`config.mk`:
```
export PLATFORM = sky130hd
export DESIGN_NAME = plb_assoc_lookup_stage
export DESIGN_NICKNAME = d
export VERILOG_FILES = /design/src/rtl/plb_assoc_lookup_stage_pkg.sv /design/src/rtl/plb_assoc_lookup_stage_tag_array.sv /design/src/rtl/plb_assoc_lookup_stage.sv
export SDC_FILE = /design/constraint.sdc
export NUM_CORES = 1
export LEC_CHECK = 0
export BUFFER_PORTS_ARGS = -buffer_cell sky130_fd_sc_hd__clkbuf_2
export CAP_MARGIN = 20
export CORE_ASPECT_RATIO = 1.4
export CORE_MARGIN = 5
export CORE_UTILIZATION = 59
export DETAILED_ROUTE_END_ITERATION = 7
export PLACE_DENSITY = 0.88
export SYNTH_ARGS = -nofsm -noshare
export SYNTH_HDL_FRONTEND = slang
export SYNTH_SLANG_ARGS = --single-unit
```
`constraint.sdc`:
```
create_clock -name clk_i -period 6.75 [get_ports clk_i]
set_clock_uncertainty 0.05 [all_clocks]
set_input_delay 1.0125 -clock clk_i [delete_from_list [all_inputs] [get_ports clk_i]]
set_output_delay 1.0125 -clock clk_i [all_outputs]
set_load 0.01 [all_outputs]
```
`src/rtl/plb_assoc_lookup_stage_pkg.sv`:
```
// Shared types for the PLB lookup stage: walker transaction format,
// PLB entry/refill records and permission bit constants.
package mpt_pkg;

    localparam int MPT_SDID_W     = 6;
    localparam int MPT_PPN_W      = 44;
    localparam int MPT_PAGE_OFS_W = 12;
    localparam int MPT_SPA_W      = MPT_PPN_W + MPT_PAGE_OFS_W;
    localparam int MPT_PERM_W     = 3;

    // Permission bits, ordered {x,w,r}
    localparam logic [MPT_PERM_W-1:0] PLB_PERM_R = 3'b001;
    localparam logic [MPT_PERM_W-1:0] PLB_PERM_W = 3'b010;
    localparam logic [MPT_PERM_W-1:0] PLB_PERM_X = 3'b100;

    typedef enum logic [1:0] {
        NO_ERROR  = 2'd0,
        ERR_ALIGN = 2'd1,
        ERR_RANGE = 2'd2,
        ERR_RSVD  = 2'd3
    } mptw_format_error_e;

    typedef enum logic [1:0] {
        MPT_WALKING_START = 2'd0,
        MPT_WALKING_L2    = 2'd1,
        MPT_WALKING_L1    = 2'd2,
        MPT_WALKING_SKIP  = 2'd3
    } mptw_walking_e;

    typedef struct packed {
        logic                  valid;
        logic [MPT_SDID_W-1:0] sdid;
        logic [MPT_SPA_W-1:0]  spa;
        logic [MPT_PERM_W-1:0] access;
        mptw_format_error_e    format_error;
        mptw_walking_e         walking;
        logic                  completed;
        logic                  plb_hit;
        logic [31:0]           mpte;
        logic [15:0]           mpte_ptr;
    } mptw_transaction_t;

    localparam int MPTW_TXN_W = $bits(mptw_transaction_t);

    typedef struct packed {
        logic                  valid;
        logic [MPT_SDID_W-1:0] sdid;
        logic [MPT_PPN_W-1:0]  ppn;
        logic [MPT_PERM_W-1:0] perm;
    } plb_entry_t;

    typedef struct packed {
        logic [MPT_SDID_W-1:0] sdid;
        logic [MPT_PPN_W-1:0]  ppn;
        logic [MPT_PERM_W-1:0] perm;
    } plb_refill_t;

    // Every requested access bit must be granted by the entry
    function automatic logic perm_ok(input logic [MPT_PERM_W-1:0] access,
                                     input logic [MPT_PERM_W-1:0] perm);
        return (access & ~perm) == '0;
    endfunction

endpackage

```
`src/rtl/plb_assoc_lookup_stage_tag_array.sv`:
```
// Fully-associative PLB storage: parallel tag+perm match for lookups,
// refill placement (in-place update, lowest free slot, round-robin victim)
// and flush-all / flush-by-SDID invalidation.
module plb_tag_array
    import mpt_pkg::*;
#(
    parameter int PLB_ENTRIES = 8
) (
    input  logic                  clk_i,
    input  logic                  rst_i,
    input  logic [MPT_SDID_W-1:0] i_lk_sdid,
    input  logic [MPT_PPN_W-1:0]  i_lk_ppn,
    input  logic [MPT_PERM_W-1:0] i_lk_access,
    output logic                  o_hit,
    input  logic                  i_refill_valid,
    input  plb_refill_t           i_refill,
    input  logic                  i_flush,
    input  logic                  i_flush_sdid_valid,
    input  logic [MPT_SDID_W-1:0] i_flush_sdid
);

    localparam int IDX_W = $clog2(PLB_ENTRIES);

    plb_entry_t       r_entries [PLB_ENTRIES];
    logic [IDX_W-1:0] r_victim;

    logic             w_tag_match;
    logic [IDX_W-1:0] w_tag_idx;
    logic             w_free;
    logic [IDX_W-1:0] w_free_idx;

    // Lookup against current (pre-refill) contents; perm shortfall is a miss
    always_comb begin
        o_hit = 1'b0;
        for (int i = 0; i < PLB_ENTRIES; i++) begin
            if (r_entries[i].valid && r_entries[i].sdid == i_lk_sdid &&
                r_entries[i].ppn == i_lk_ppn &&
                perm_ok(i_lk_access, r_entries[i].perm))
                o_hit = 1'b1;
        end
    end

    // Refill target search; descending scan so the lowest index wins
    always_comb begin
        w_tag_match = 1'b0;
        w_tag_idx   = '0;
        w_free      = 1'b0;
        w_free_idx  = '0;
        for (int i = PLB_ENTRIES - 1; i >= 0; i--) begin
            if (r_entries[i].valid && r_entries[i].sdid == i_refill.sdid &&
                r_entries[i].ppn == i_refill.ppn) begin
                w_tag_match = 1'b1;
                w_tag_idx   = IDX_W'(i);
            end
            if (!r_entries[i].valid) begin
                w_free     = 1'b1;
                w_free_idx = IDX_W'(i);
            end
        end
    end

    // Entry update: flush beats refill; victim pointer moves only on eviction
    always_ff @(posedge clk_i) begin
        if (rst_i) begin
            for (int i = 0; i < PLB_ENTRIES; i++) r_entries[i].valid <= 1'b0;
            r_victim <= '0;
        end else if (i_flush) begin
            for (int i = 0; i < PLB_ENTRIES; i++) begin
                if (!i_flush_sdid_valid || r_entries[i].sdid == i_flush_sdid)
                    r_entries[i].valid <= 1'b0;
            end
            if (!i_flush_sdid_valid) r_victim <= '0;
        end else if (i_refill_valid) begin
            if (w_tag_match) begin
                r_entries[w_tag_idx].perm <= i_refill.perm;
            end else if (w_free) begin
                r_entries[w_free_idx] <= '{valid: 1'b1, sdid: i_refill.sdid,
                                           ppn: i_refill.ppn, perm: i_refill.perm};
            end else begin
                r_entries[r_victim] <= '{valid: 1'b1, sdid: i_refill.sdid,
                                         ppn: i_refill.ppn, perm: i_refill.perm};
                r_victim <= r_victim + 1'b1;
            end
        end
    end

endmodule

```
`src/rtl/plb_assoc_lookup_stage.sv`:
```
// Head of the MPT walker pipeline: looks the transaction up in a local
// fully-associative PLB; hits complete (walking=SKIP), misses go on to the walk.
// Optional hit/miss statistics are built when PLB_STATS_EN is defined.
// The slave/master buses carry exactly one packed mptw_transaction_t.
module plb_assoc_lookup_stage
    import mpt_pkg::*;
#(
    parameter int PIPELINE_SLAVE_DATA_WIDTH  = MPTW_TXN_W,
    parameter int PIPELINE_MASTER_DATA_WIDTH = MPTW_TXN_W,
    parameter int PLB_ENTRIES                = 8,
    parameter int SDID_WIDTH                 = MPT_SDID_W,
    parameter int PPN_WIDTH                  = MPT_PPN_W,
    parameter int PAGE_OFFSET_WIDTH          = MPT_PAGE_OFS_W,
    parameter int PERM_WIDTH                 = MPT_PERM_W
`ifdef PLB_STATS_EN
    , parameter int STAT_WIDTH               = 32
`endif
) (
    input  logic                                  clk_i,
    input  logic                                  rst_i,
    input  logic                                  stage_slave_valid,
    output logic                                  stage_slave_ready,
    input  logic [PIPELINE_SLAVE_DATA_WIDTH-1:0]  stage_slave_data,
    output logic                                  stage_master_valid,
    input  logic                                  stage_master_ready,
    output logic [PIPELINE_MASTER_DATA_WIDTH-1:0] stage_master_data,
    input  logic                                  refill_valid_i,
    input  logic [SDID_WIDTH-1:0]                 refill_sdid_i,
    input  logic [PPN_WIDTH-1:0]                  refill_ppn_i,
    input  logic [PERM_WIDTH-1:0]                 refill_perm_i,
    input  logic                                  flush_i,
    input  logic                                  flush_sdid_valid_i,
    input  logic [SDID_WIDTH-1:0]                 flush_sdid_i
`ifdef PLB_STATS_EN
    , output logic [STAT_WIDTH-1:0]               stat_hits_o
    , output logic [STAT_WIDTH-1:0]               stat_misses_o
`endif
);

    mptw_transaction_t w_in;
    mptw_transaction_t w_out;
    mptw_transaction_t r_data;
    logic              r_valid;
    logic              w_accept;
    logic              w_lookup_en;
    logic              w_tag_hit;
    logic              w_hit;
    plb_refill_t       w_refill;

    assign w_in               = stage_slave_data;
    assign stage_master_data  = r_data;
    assign stage_master_valid = r_valid;
    assign stage_slave_ready  = !flush_i && (!r_valid || stage_master_ready);
    assign w_accept           = stage_slave_valid && stage_slave_ready;
    assign w_lookup_en        = w_in.valid && (w_in.format_error == NO_ERROR);
    assign w_hit              = w_lookup_en && w_tag_hit;
    assign w_refill           = '{sdid: refill_sdid_i, ppn: refill_ppn_i, perm: refill_perm_i};

    plb_tag_array #(
        .PLB_ENTRIES (PLB_ENTRIES)
    ) u_tags (
        .clk_i              (clk_i),
        .rst_i              (rst_i),
        .i_lk_sdid          (w_in.sdid),
        .i_lk_ppn           (w_in.spa[PAGE_OFFSET_WIDTH +: PPN_WIDTH]),
        .i_lk_access        (w_in.access),
        .o_hit              (w_tag_hit),
        .i_refill_valid     (refill_valid_i),
        .i_refill           (w_refill),
        .i_flush            (flush_i),
        .i_flush_sdid_valid (flush_sdid_valid_i),
        .i_flush_sdid       (flush_sdid_i)
    );

    // Field rewrite: hits and malformed transactions skip the walk
    always_comb begin
        w_out           = w_in;
        w_out.completed = w_hit;
        w_out.plb_hit   = w_hit;
        w_out.mpte      = '0;
        w_out.mpte_ptr  = '0;
        if (w_in.format_error != NO_ERROR || w_hit) w_out.walking = MPT_WALKING_SKIP;
    end

    // Single output register; holds while downstream stalls
    always_ff @(posedge clk_i) begin
        if (rst_i) begin
            r_valid <= 1'b0;
            r_data  <= '0;
        end else if (w_accept) begin
            r_valid <= 1'b1;
            r_data  <= w_out;
        end else if (stage_master_ready) begin
            r_valid <= 1'b0;
        end
    end

`ifdef PLB_STATS_EN
    // Saturating counters over accepted, lookup-eligible transactions
    always_ff @(posedge clk_i) begin
        if (rst_i) begin
            stat_hits_o   <= '0;
            stat_misses_o <= '0;
        end else if (w_accept && w_lookup_en) begin
            if (w_hit && !(&stat_hits_o))       stat_hits_o   <= stat_hits_o + 1'b1;
            if (!w_hit && !(&stat_misses_o))    stat_misses_o <= stat_misses_o + 1'b1;
        end
    end
`endif

endmodule

```
* Word level (Yosys, flattened, before mapping) *
Memory sizes are Yosys's and may differ from the RTL's.
Cells that the tools add are included.

operators by class
  $add $sub $neg = 1
  multiply operators = 0
  div/mod/pow operators = 0
  order comparisons = 0
  eq/ne operators = 43
  shift operators = 0
  mux-type cells = 116
  bitwise operators = 24
  reductions and logical operators = 73

operators with widths
  operator                                                        count
  44-bit == test                                                  16
  54-bit 2-to-1 mux                                               3
  54-bit OR reduction                                             3
  6-bit == test                                                   24
  1-bit 2-to-1 mux                                                85
  3-bit 2-to-1 mux                                                27
  1-bit logical AND                                               44
  3-bit bitwise AND                                               8
  3-bit zero test                                                 8
  3-bit NOT                                                       8
  1-bit logical OR                                                10
  1-bit OR                                                        8
  2-bit != test (second input constant)                           3
  2-bit nonzero test                                              3
  4-bit AND reduction                                             1
  3-bit by 1-bit adder with 3-bit output (second input constant)  1
  1-bit zero test                                                 3
  2-bit zero test                                                 1
  2-bit 2-to-1 mux                                                1

word-level totals
  register bits after elaboration = 75
  bits in latches = 0
  bits in writable memories = 432
  ROM bits = 0
  input bits = 186
  output and inout port bits = 122
  memories = 1

memories
  name              words  bits a word  read ports  clocked after memory_dff  write ports  line                                    text
  u_tags.r_entries  8      54           8           0                         8            plb_assoc_lookup_stage_tag_array.sv:24  plb_entry_t r_entries [PLB_ENTRIES];

* Longest topological paths before layout *
An unclocked memory read counts as a cell.

  depth after elaboration = 21
  depth in mapped cells = 11
  depth with buffers taken out = 9

* Hierarchy *
From an unflattened synthesis, not the netlist that was laid out.

second synthesis, totals
  cells, all modules = 2237
  area, all modules = 26659.3 µm²

modules (own cells, without submodules)
  module                  instances  cells an instance  area an instance (µm²)  sequential area each (µm²)
  plb_tag_array           1          1853               23508.8                 13032.5
  plb_assoc_lookup_stage  1          384                3150.5                  1441.4

* Worst setup path after synthesis *
Ideal clock, no wire load.

  path type = input port to flip-flop
  from = input refill_ppn_i[29]
  to = memory u_tags.r_entries[1][53] (netlist bit), data pin
  setup time = 626 ps
  data arrival time = 5128 ps
  required time = 6074 ps
  slack = 946 ps
  stages on the path = 11
  buffers on the path = 2
  path through = buf_4 xor2_1 a221o_1 nor4_2 nand4_1 o22ai_1 nor4_2 a31o_1 or2_1 buf_6 nor2_1

RTL lines
  element             line                                    text
  start: declaration  plb_assoc_lookup_stage.sv:29            input logic [PPN_WIDTH-1:0] refill_ppn_i,
  end: declaration    plb_assoc_lookup_stage_tag_array.sv:24

==> reports/results.tsv <==
metric	value	unit
Mapped Area	0.0267	sq mm
final instance area	0.0300	sq mm
final hold vios	0	
critical path class	in2reg	
initial antenna violation count	3	
pin count of the biggest net entering global routing	73	
Seq cells post-synth	507	
Num Clock Sinks	507	
Least-Margin Pin Slew	1.22	ns
cell count after synthesis	2271	
main flop type after synthesis	edfxtp_1	
Netlist cell types	67	
Peak Freq	0.192	GHz
final routed DRC violation total	0	
RSZ-0062 raised after global routing	no	
Seq/Total Area, Yosys	54.3	%
worst skew pair latency	0.61	ns
top post-synthesis cells by area	edfxtp_1 (49%), xnor2_1 (12%), xor2_1 (11%)	
die width	190	um
die height	262	um
Pwr Density	245	mW/mm^2
compound-cell area share of the yosys netlist	6.10	%
Adder-Cell Fraction of Synth Area	0.0469	%
Crit Path Max Fanout	39	
Max Cap Viol	0	
R2R setup slack	2.17	ns
1st-iter DRT viols	3296	
mux share of post-synthesis cell area	0.0375	%
global-route wire length before repair	162	mm
r2r worst-path depth	10	
vias after detailed routing	21300	
outcome	completed	
CTS resizes	0	
largest family of logic cells by synthesized area	XOR/XNOR gates	
num ports	308	
Hold Buf Count CTS	0	
CP Capture Point	u_tags.r_entries[3][26]$_DFFE_PP_	
Hold Path Stages	2	
final setup violating endpoints	0	
Slew headroom	18.2	%
xor-xnor portion of the synthesized cell area	23.8	%
TritonCTS clock tree	built	
final WL	122	mm
Routed WL per cell	39.8	um
GRT Util Overall	48.1	%
vias in the first global route	20400	
Remaining Overflow, GRT	0	
Post-Synth Simple-Gate Area	10.7	%
most frequent cells in the layout	edfxtp_1 (432), xnor2_1 (380), xor2_1 (346)	
remaining antenna violation count	0	
commonest non-fill, non-tap cell in the layout	edfxtp_1	
r2r endpoint	u_tags.r_entries[3][26]$_DFFE_PP_	
vias per cell	6.95	
Worst Hold Slack	0.402	ns
Starting Density	59.4	%
endpoint type of the worst setup path	flop	
Max Slew Vio Count	0	
CP arrival	5.46	ns
Async S/R FF share, synth	0	%
CTS root buf	clkbuf_16	
Hold WC Path Type	reg2reg	
H-tree levels	2	
routability cong.	1.11	
share of the core filled with cells	66.8	%
Clk pin slew, worst setup/hold paths	0.06	ns
Tmin final	5.20	ns
Leakage	10.4	nW
leading area contributor after synthesis	edfxtp_1	
layout cell share with drive strength beyond 1	15.4	%
Synth Area per Inst	11.7	sq um
Critical Path Start	refill_ppn_i[39]	
Rows	92	
NumNets Final	2651	
final setup TNS	0	ns
maximum clock path buffer count	3	
Worst R2R Start	u_tags.r_entries[2][46]$_DFFE_PP_	
Core Box Area	0.0449	sq mm
final worst path period share	77.1	%
Post-DP HPWL	83.7	mm
Worst VDD drop	252	uV
number of port buffers	209	
Worst Path Required	7.01	ns
Worst Setup Start Kind	primary input	
Post-synth EDFFs	432	
Post-CTS Setup Inserts	0	
die area	0.0496	sq mm
top-area cell type share of the netlist area	48.6	%
Post-DP Area	0.0282	sq mm
Layout Area Growth over Synthesis	12.4	%
synth warn	0	
1st-pass router iterations	7	
total CTS buffers	50	
cells by family after synthesis:
family	Yosys count
compound gates	234
fa+ha+maj	1
flops	507
simple gates	528
buf+inv	273
other cells	1
mux	1
xor+xnor	726
metal layers:
metal  part of all wire [%]  vias to the layer above  GRT usage [%]  wire [um]
met2                     42                     2014           71.1      51400
met1                     31                    10300           54.7      38300
met5                      0                        -              0          0
li1                       -                     8382              -          -
met4                     12                        0           44.8      15200
met3                     14                      605           15.9      17300
how the worst min path moves through the flow:
stage | from | endpoint
floorplan | u_tags.r_victim[0]$_SDFFE_PP0P_ | u_tags.r_victim[0]$_SDFFE_PP0P_
global placement | stage_master_data[52]$_SDFFE_PP0P_ | stage_master_data[52]$_SDFFE_PP0P_
detailed placement | stage_master_data[64]$_SDFFE_PP0P_ | stage_master_data[64]$_SDFFE_PP0P_
CTS | stage_master_data[64]$_SDFFE_PP0P_ | stage_master_data[64]$_SDFFE_PP0P_
global route | stage_master_data[78]$_SDFFE_PP0P_ | stage_master_data[78]$_SDFFE_PP0P_
finish | stage_master_data[64]$_SDFFE_PP0P_ | stage_master_data[64]$_SDFFE_PP0P_
state kept, by name, indices dropped and copies added (netlist names):
signal / flops
u_tags.r_entries: 432
stage_master_data: 71
u_tags.r_victim: 3
stage_master_valid: 1
power by group:
part / switching (mW) / internal [mW]
Sequential: 0.0265 / 3.43
Clock: 1.30 / 1.71
Combinational: 0.649 / 0.235
Total: 1.97 / 5.38
stage by stage:
stage	cells	total power [mW]	setup slack, ns
floorplan	2318	3.95	0.946
global placement	2975	4.35	1.21
detailed placement	2975	4.36	1.18
CTS	3067	7.30	1.82
global route	3068	7.48	1.50
finish	3071	7.35	1.55
cells in the mapped netlist (all sizes together), types with 3 or more instances:
cell type / number
a31o: 3
nand2b: 21
a221oi: 7
o22ai: 39
nor2: 31
xor2: 346
nor3: 15
a21oi: 73
o2111ai: 6
clkbuf: 57
dfxtp: 75
nand3: 19
xnor2: 380
nor4: 122
o21a: 3
nand4: 115
o2bb2ai: 22
o211ai: 12
a2111oi: 5
nand2: 164
a22o: 19
edfxtp: 432
inv: 93
buf: 123
o21ai: 11
a221o: 4
or4: 12
nor2b: 9
and3: 4
a222oi: 5
o221ai: 8
final cells by class:
type | instances | area (sq um)
sequential | 507 | 14500
inverter | 93 | 349
antenna | 3 | 7.51
clock buffer | 61 | 1400
timing repair buffer | 274 | 1610
multi-input combinational | 1538 | 11100
clock inverter | 31 | 337
tap | 564 | 706
fill | 3432 | 14900
worst max-delay path, cell delays in order:
cell and delay (ns):
clkbuf_2 0.55, inv_1 0.35, a222oi_1 0.27, nor4b_1 0.51
nand4_1 0.26, o22ai_1 0.45, nor4_2 0.18, a31o_1 0.31
or2_1 0.27, nor2_4 0.88, buf_4 0.36
No activity file was read; power rests on OpenSTA's default activity.
